**src/rtl/eff_sw_ctrl.sv**
```systemverilog
// Switch front-end for eff_pipe: synchronises and debounces the board switches, then
// hides every effect change behind a fade-out / swap / settle / fade-in gain ramp.
module eff_sw_ctrl #(
  parameter int DB_CYCLES = 1_000_000,
  parameter int GAIN_W    = 8,
  parameter int SETTLE    = 16,
  parameter int SAMPLE_W  = 16
) (
  input  logic                    clk,
  input  logic                    rst,
  input  logic                    sw_en,
  input  logic [15:0]             sw_sel,
  output logic                    en_o,
  output logic [15:0]             sel_o,
  input  logic [2*SAMPLE_W-1:0]   data_i,
  input  logic                    vld_i,
  output logic [2*SAMPLE_W-1:0]   data_o,
  output logic                    vld_o,
  output logic                    busy,
  output logic [2:0]              state_o
);

  localparam int PW  = SAMPLE_W + GAIN_W + 1;
  localparam int DBW = (DB_CYCLES > 1) ? $clog2(DB_CYCLES) : 1;
  localparam int STW = (SETTLE > 1) ? $clog2(SETTLE) : 1;
  localparam logic [DBW-1:0]  DB_LAST = DBW'(DB_CYCLES - 1);
  localparam logic [STW-1:0]  ST_LAST = STW'(SETTLE - 1);
  localparam logic [GAIN_W:0] G_FULL  = {1'b1, {GAIN_W{1'b0}}};
  localparam logic [GAIN_W:0] G_ONE   = (GAIN_W + 1)'(1);

  typedef enum logic [2:0] {
    S_IDLE, S_FADE_OUT, S_SWAP, S_SETTLE, S_FADE_IN
  } state_t;

  logic [16:0]      sync1_q, sync2_q, prev_q, pending_q;
  logic [DBW-1:0]   db_cnt_q;
  state_t           state_q;
  logic [GAIN_W:0]  gain_q;
  logic [STW-1:0]   settle_q;
  logic             en_q, busy_q;
  logic [15:0]      sel_q;
  logic             change;

  always_ff @(posedge clk) begin
    if (rst) begin
      sync1_q   <= '0;
      sync2_q   <= '0;
      prev_q    <= '0;
      db_cnt_q  <= '0;
      pending_q <= '0;
    end else begin
      sync1_q <= {sw_en, sw_sel};
      sync2_q <= sync1_q;
      prev_q  <= sync2_q;
      if (sync2_q != prev_q)
        db_cnt_q <= '0;
      else if (db_cnt_q != DB_LAST)
        db_cnt_q <= db_cnt_q + 1'b1;
      else
        pending_q <= prev_q;
    end
  end

  assign change = (pending_q != {en_q, sel_q});

  // Gain only moves on valid samples, so vld_i gaps freeze the ramp in place.
  always_ff @(posedge clk) begin
    if (rst) begin
      state_q  <= S_IDLE;
      gain_q   <= G_FULL;
      settle_q <= '0;
      en_q     <= 1'b0;
      sel_q    <= '0;
      busy_q   <= 1'b0;
    end else begin
      case (state_q)
        S_IDLE: begin
          if (change) begin
            state_q <= S_FADE_OUT;
            busy_q  <= 1'b1;
          end
        end
        S_FADE_OUT: begin
          if (vld_i) begin
            gain_q <= gain_q - 1'b1;
            if (gain_q == G_ONE) state_q <= S_SWAP;
          end
        end
        S_SWAP: begin
          {en_q, sel_q} <= pending_q;
          settle_q      <= '0;
          state_q       <= S_SETTLE;
        end
        S_SETTLE: begin
          if (change) begin
            state_q <= S_SWAP;
          end else if (vld_i) begin
            // The last settle sample already takes the first fade-in step.
            if (settle_q == ST_LAST) begin
              settle_q <= '0;
              gain_q   <= G_ONE;
              state_q  <= S_FADE_IN;
            end else begin
              settle_q <= settle_q + 1'b1;
            end
          end
        end
        S_FADE_IN: begin
          if (change) begin
            state_q <= S_FADE_OUT;
          end else if (vld_i) begin
            gain_q <= gain_q + 1'b1;
            if (gain_q == G_FULL - G_ONE) begin
              state_q <= S_IDLE;
              busy_q  <= 1'b0;
            end
          end
        end
        default: begin
          state_q <= S_IDLE;
          busy_q  <= 1'b0;
        end
      endcase
    end
  end

  logic signed [SAMPLE_W-1:0] lc_s, rc_s;
  logic signed [GAIN_W+1:0]   g_s;
  logic signed [PW-1:0]       lc_mul_d, rc_mul_d, lc_mul_q, rc_mul_q;
  logic                       vld1_q, vld2_q;
  logic [2*SAMPLE_W-1:0]      data_q;

  assign lc_s     = data_i[2*SAMPLE_W-1:SAMPLE_W];
  assign rc_s     = data_i[SAMPLE_W-1:0];
  assign g_s      = $signed({1'b0, gain_q});
  assign lc_mul_d = PW'(lc_s) * PW'(g_s);
  assign rc_mul_d = PW'(rc_s) * PW'(g_s);

  always_ff @(posedge clk) begin
    if (rst) begin
      lc_mul_q <= '0;
      rc_mul_q <= '0;
      vld1_q   <= 1'b0;
      data_q   <= '0;
      vld2_q   <= 1'b0;
    end else begin
      lc_mul_q <= lc_mul_d;
      rc_mul_q <= rc_mul_d;
      vld1_q   <= vld_i;
      data_q   <= {SAMPLE_W'(lc_mul_q >>> GAIN_W), SAMPLE_W'(rc_mul_q >>> GAIN_W)};
      vld2_q   <= vld1_q;
    end
  end

  assign en_o    = en_q;
  assign sel_o   = sel_q;
  assign data_o  = data_q;
  assign vld_o   = vld2_q;
  assign busy    = busy_q;
  assign state_o = state_q;

endmodule

```
**config.mk**
```make
export PLATFORM = sky130hd
export DESIGN_NAME = eff_sw_ctrl
export DESIGN_NICKNAME = d
export VERILOG_FILES = /design/src/rtl/eff_sw_ctrl.sv
export SDC_FILE = /design/constraint.sdc
export NUM_CORES = 1
export LEC_CHECK = 0
export CAP_MARGIN = 30
export CORE_MARGIN = 2
export CORE_UTILIZATION = 40
export DETAILED_ROUTE_END_ITERATION = 6
export HOLD_SLACK_MARGIN = 0.1
export SLEW_MARGIN = 25
export SYNTH_ARGS = -nofsm -noshare
export SYNTH_HDL_FRONTEND = slang
export SYNTH_SLANG_ARGS = --single-unit
export TNS_END_PERCENT = 20
```
**constraint.sdc**
```tcl
create_clock -name clk -period 14.55 [get_ports clk]
set_clock_uncertainty 0.05 [all_clocks]
set_input_delay 1.455 -clock clk [delete_from_list [all_inputs] [get_ports clk]]
set_output_delay 1.455 -clock clk [all_outputs]
set_load 0.02 [all_outputs]
```
==> run_results.csv <==
group,metric,value,unit
yosys,synthAdderAreaFrac,34.7,%
pwr,power.internal,0.907,mW
critical_path,max_stage_delay,0.74,ns
pwr,combPwrFrac,23.0,%
detailed_routing,ant_nets,0,
critical_path,critical-path-top-delay-family,"adder cells",
floorplanning,io_pins,106,
sta,tightest_slew,0.762,ns
sta,hold_viol,0,
critical_path,cp_max_fo,9,
final_layout,nets,2319,
final_layout,fin_util,45.2,%
critical_path,path_common_cell,"fa_1",
clock_network,cts_buffers,17,
final_layout,fillers,4061,
detailed_routing,vias_per_cell,5.02,
status,outcome,"completed",
floorplanning,start_util,40.5,%
yosys,synthFlopType,"dfxtp_1",
yosys,synth_top_family_by_area,"adder cells",
clock_network,clkTransAtPathRegs,0.09,ns
critical_path,cp_cell_sequence,"clkdlybuf4s50_1 > nand2_1 > fa_1 > fa_1 > inv_1 > fa_1 > fa_1 > inv_1 > fa_1 > inv_1 > ha_1 > a21o_1 > a21oi_1 > nand2b_1 > a21oi_1 > a311oi_1 > mux2_1",
final_layout,regArea,3760,µm²
yosys,yosysWarnings,0,
sta,slew_headroom,48.7,%
grt,gr-total-overflow,0,
pwr,p_per_area,70.2,nW/µm²
sta,final.setup.tns,0,ns
yosys,synth.avg_cell_area,8.98,µm²
floorplanning,core,41900,µm²
yosys,syn_inst,1892,
pwr,p_seq_share,41.5,%
critical_path,critical_path.startpoint,"data_i[21]",
pwr,cellLeakagePower,8.96,nW
grt,grt_pass1_wl,64.7,mm
final_layout,antenna_cells,0,
clock_network,clock_path_buffers,2,
critical_path,r2r-end,"lc_mul_q[15]$_SDFF_PP0_",
critical_path,critical_path_buf_inv_count,4,
final_layout,final_common_cell,"inv_1",
placed_design,place_ws,7.35,ns
critical_path,critPathArrivalTime,7.06,ns
sta,slew_violations,0,
final_layout,stdcell_count,2485,
pwr,power_switching,0.423,mW
yosys,synth_nets,2278,
detailed_routing,drt_iter0_drc,683,
grt,grt_max_degree,81,
min_path,whs_path_depth,1,
pwr,vdd_drop_max,0.0752,mV
sta,fin_crit,6.73,ns
clock_network,cts.sinks,188,
sta,period_share,46.3,%
floorplanning,fp.dieH,210,µm
placed_design,io_buffer_count,105,
grt,antenna_found_initial,0,
final_layout,final_cell_area,19000,µm²
sta,layout_setup_ws,7.82,ns
placed_design,dp_cells,2453,
final_layout,drive_above_1_share,3.55,%
floorplanning,placementRows,75,
run,drv_cap,0,
clock_network,h-tree-depth,4,
critical_path,r2r_setup_slack,8.39,ns
critical_path,r2r_start,"gain_q[4]$_SDFFE_PP0P_",
placed_design,gp_congestion,0.870,
critical_path,cp-end-kind,"flip-flop",
detailed_routing,vias,12500,
pwr,power_frac_clock,35.4,%
detailed_routing,dr.pass1.iters,5,
yosys,ys_ff_latch,188,
yosys,synthesis.area,17000,µm²
detailed_routing,wl_per_cell,15.5,µm
yosys,yosys.cell_types.count,83,
critical_path,cp_data_required_time,14.88,ns
yosys,yosys.area_share.xor_xnor,4.07,%
clock_network,clock_latency,0.48,ns
sta,setup_viol,0,
final_layout,multiInputGateArea,11700,µm²
placed_design,dp_hpwl,29.8,mm
final_layout,layout_common_cells,"289 x inv_1, 234 x nand2_1, 228 x fa_1",
grt,grt_use_total,18.3,%
yosys,synth_async_sr_flop_share,0,%
floorplanning,dieArea,44100,µm²
critical_path,crit_path_top_delay_cell,"clkdlybuf4s50_1",
pwr,p_sw_share,31.8,%
grt,grt_pass1_vias,13000,
critical_path,crit_cells,17,
yosys,ys_seq_area_share,22.2,%
detailed_routing,drc,0,
yosys,synth_enable_flop_cells,0,
clock_network,post-cts-setup-buffers,0,
floorplanning,die_x,210,µm
detailed_routing,postRouteWirelength,38.5,mm
critical_path,r2r_cells,17,
clock_network,ctsResizeCount,0,
clock_network,clockRootBuffer,"clkbuf_16",
min_path,worstHoldPathType,"flip-flop to flip-flop",
placed_design,placed_area,18400,µm²
yosys,synth_compound_area_share,7.60,%
clock_network,cts_tree,"done",
yosys,synthMuxAreaShare,1.52,%
final_layout,area_delta_synth_final,11.6,%
sta,rsz0062_at_grt,"no",
critical_path,cp-start-kind,"input pin",
critical_path,crit_type,"input pin to flip-flop",
critical_path,worstSetupEndpoint,"lc_mul_q[15]$_SDFF_PP0_",
sta,fmax,149,MHz
yosys,yosys.area_share.simple,20.9,%
clock_network,ctsHoldBuffers,0,
-- routing by layer --
layer | track usage [%] | vias up | share of wire, %
li1 | - | 6024 | -
met1 | 24.3 | 6174 | 46
met2 | 30.4 | 233 | 48
met3 | 3.04 | 48 | 3.9
met4 | 5.82 | 0 | 2.2
met5 | 0 | - | 0
-- Yosys cell counts, types with 10 or more instances --
cell | n | area [µm²]
and2_1 | 139 | 870
ha_1 | 106 | 1330
clkbuf_1 | 59 | 221
o21ai_0 | 31 | 155
nand4_1 | 16 | 100
and3_1 | 13 | 81.3
dfxtp_1 | 188 | 3760
inv_1 | 289 | 1080
nor2_1 | 80 | 300
buf_1 | 21 | 78.8
a31oi_1 | 10 | 62.6
mux2i_1 | 18 | 180
xor2_1 | 48 | 420
nor2b_1 | 96 | 601
a21oi_1 | 57 | 285
a21o_1 | 13 | 97.6
xnor2_1 | 31 | 272
nand3_1 | 23 | 115
nand2_1 | 234 | 878
nor3_1 | 38 | 190
fa_1 | 228 | 4560
-- worst min-delay path by stage --
stage / start / to
2_1_floorplan: rc_mul_q[8]$_SDFF_PP0_ / data_o[0]$_SDFF_PP0_
3_3_place_gp: rc_mul_q[21]$_SDFF_PP0_ / data_o[13]$_SDFF_PP0_
3_5_place_dp: sync1_q[1]$_SDFF_PP0_ / sync2_q[1]$_SDFF_PP0_
4_1_cts: sync1_q[1]$_SDFF_PP0_ / sync2_q[1]$_SDFF_PP0_
5_1_grt: rc_mul_q[17]$_SDFF_PP0_ / data_o[9]$_SDFF_PP0_
6_report: sync1_q[15]$_SDFF_PP0_ / sync2_q[15]$_SDFF_PP0_
-- through the flow --
step	hold slack (ns)	power (mW)
floorplan	0.364	0.774
global placement	0.368	0.865
detailed placement	0.372	0.872
CTS	0.390	1.35
global route	0.402	1.41
finish	0.385	1.33
-- power by group through the flow --
stage / Sequential, mW / Combinational [mW] / Clock [mW]
floorplan: 0.574 / 0.201 / 0
global placement: 0.565 / 0.301 / 0
detailed placement: 0.565 / 0.308 / 0
CTS: 0.553 / 0.309 / 0.489
global route: 0.555 / 0.348 / 0.506
finish: 0.552 / 0.306 / 0.471
-- final cells by class --
type / instances / area share [%]
multi-input cells: 1320 / 61.7
flip-flops and latches: 188 / 19.9
repair buffers: 117 / 6.03
inverters: 289 / 5.72
well taps: 539 / 3.56
clock buffers: 19 / 2.34
clock inverters: 13 / 0.779
-- kinds of logic (layout without fill, tap and decap cells) --
| kind of cell | count (synthesis) | after routing |
|---|---|---|
| compound gates | 192 | 192 |
| xor+xnor | 79 | 79 |
| flops | 188 | 188 |
| mux | 25 | 25 |
| buf+inv | 384 | 438 |
| simple gates | 690 | 690 |
| fa+ha+maj | 334 | 334 |
-- flip-flops by register name, summed over array words and instances, names as in the netlist, 9 cells and up --
name and count:
data_o 32, rc_mul_q 16, lc_mul_q 16, pending_q 17, sync1_q 17, db_cnt_q 20
prev_q 17, sync2_q 17, gain_q 9, sel_o 16
Note: power is estimated with default switching activity, not from simulation.
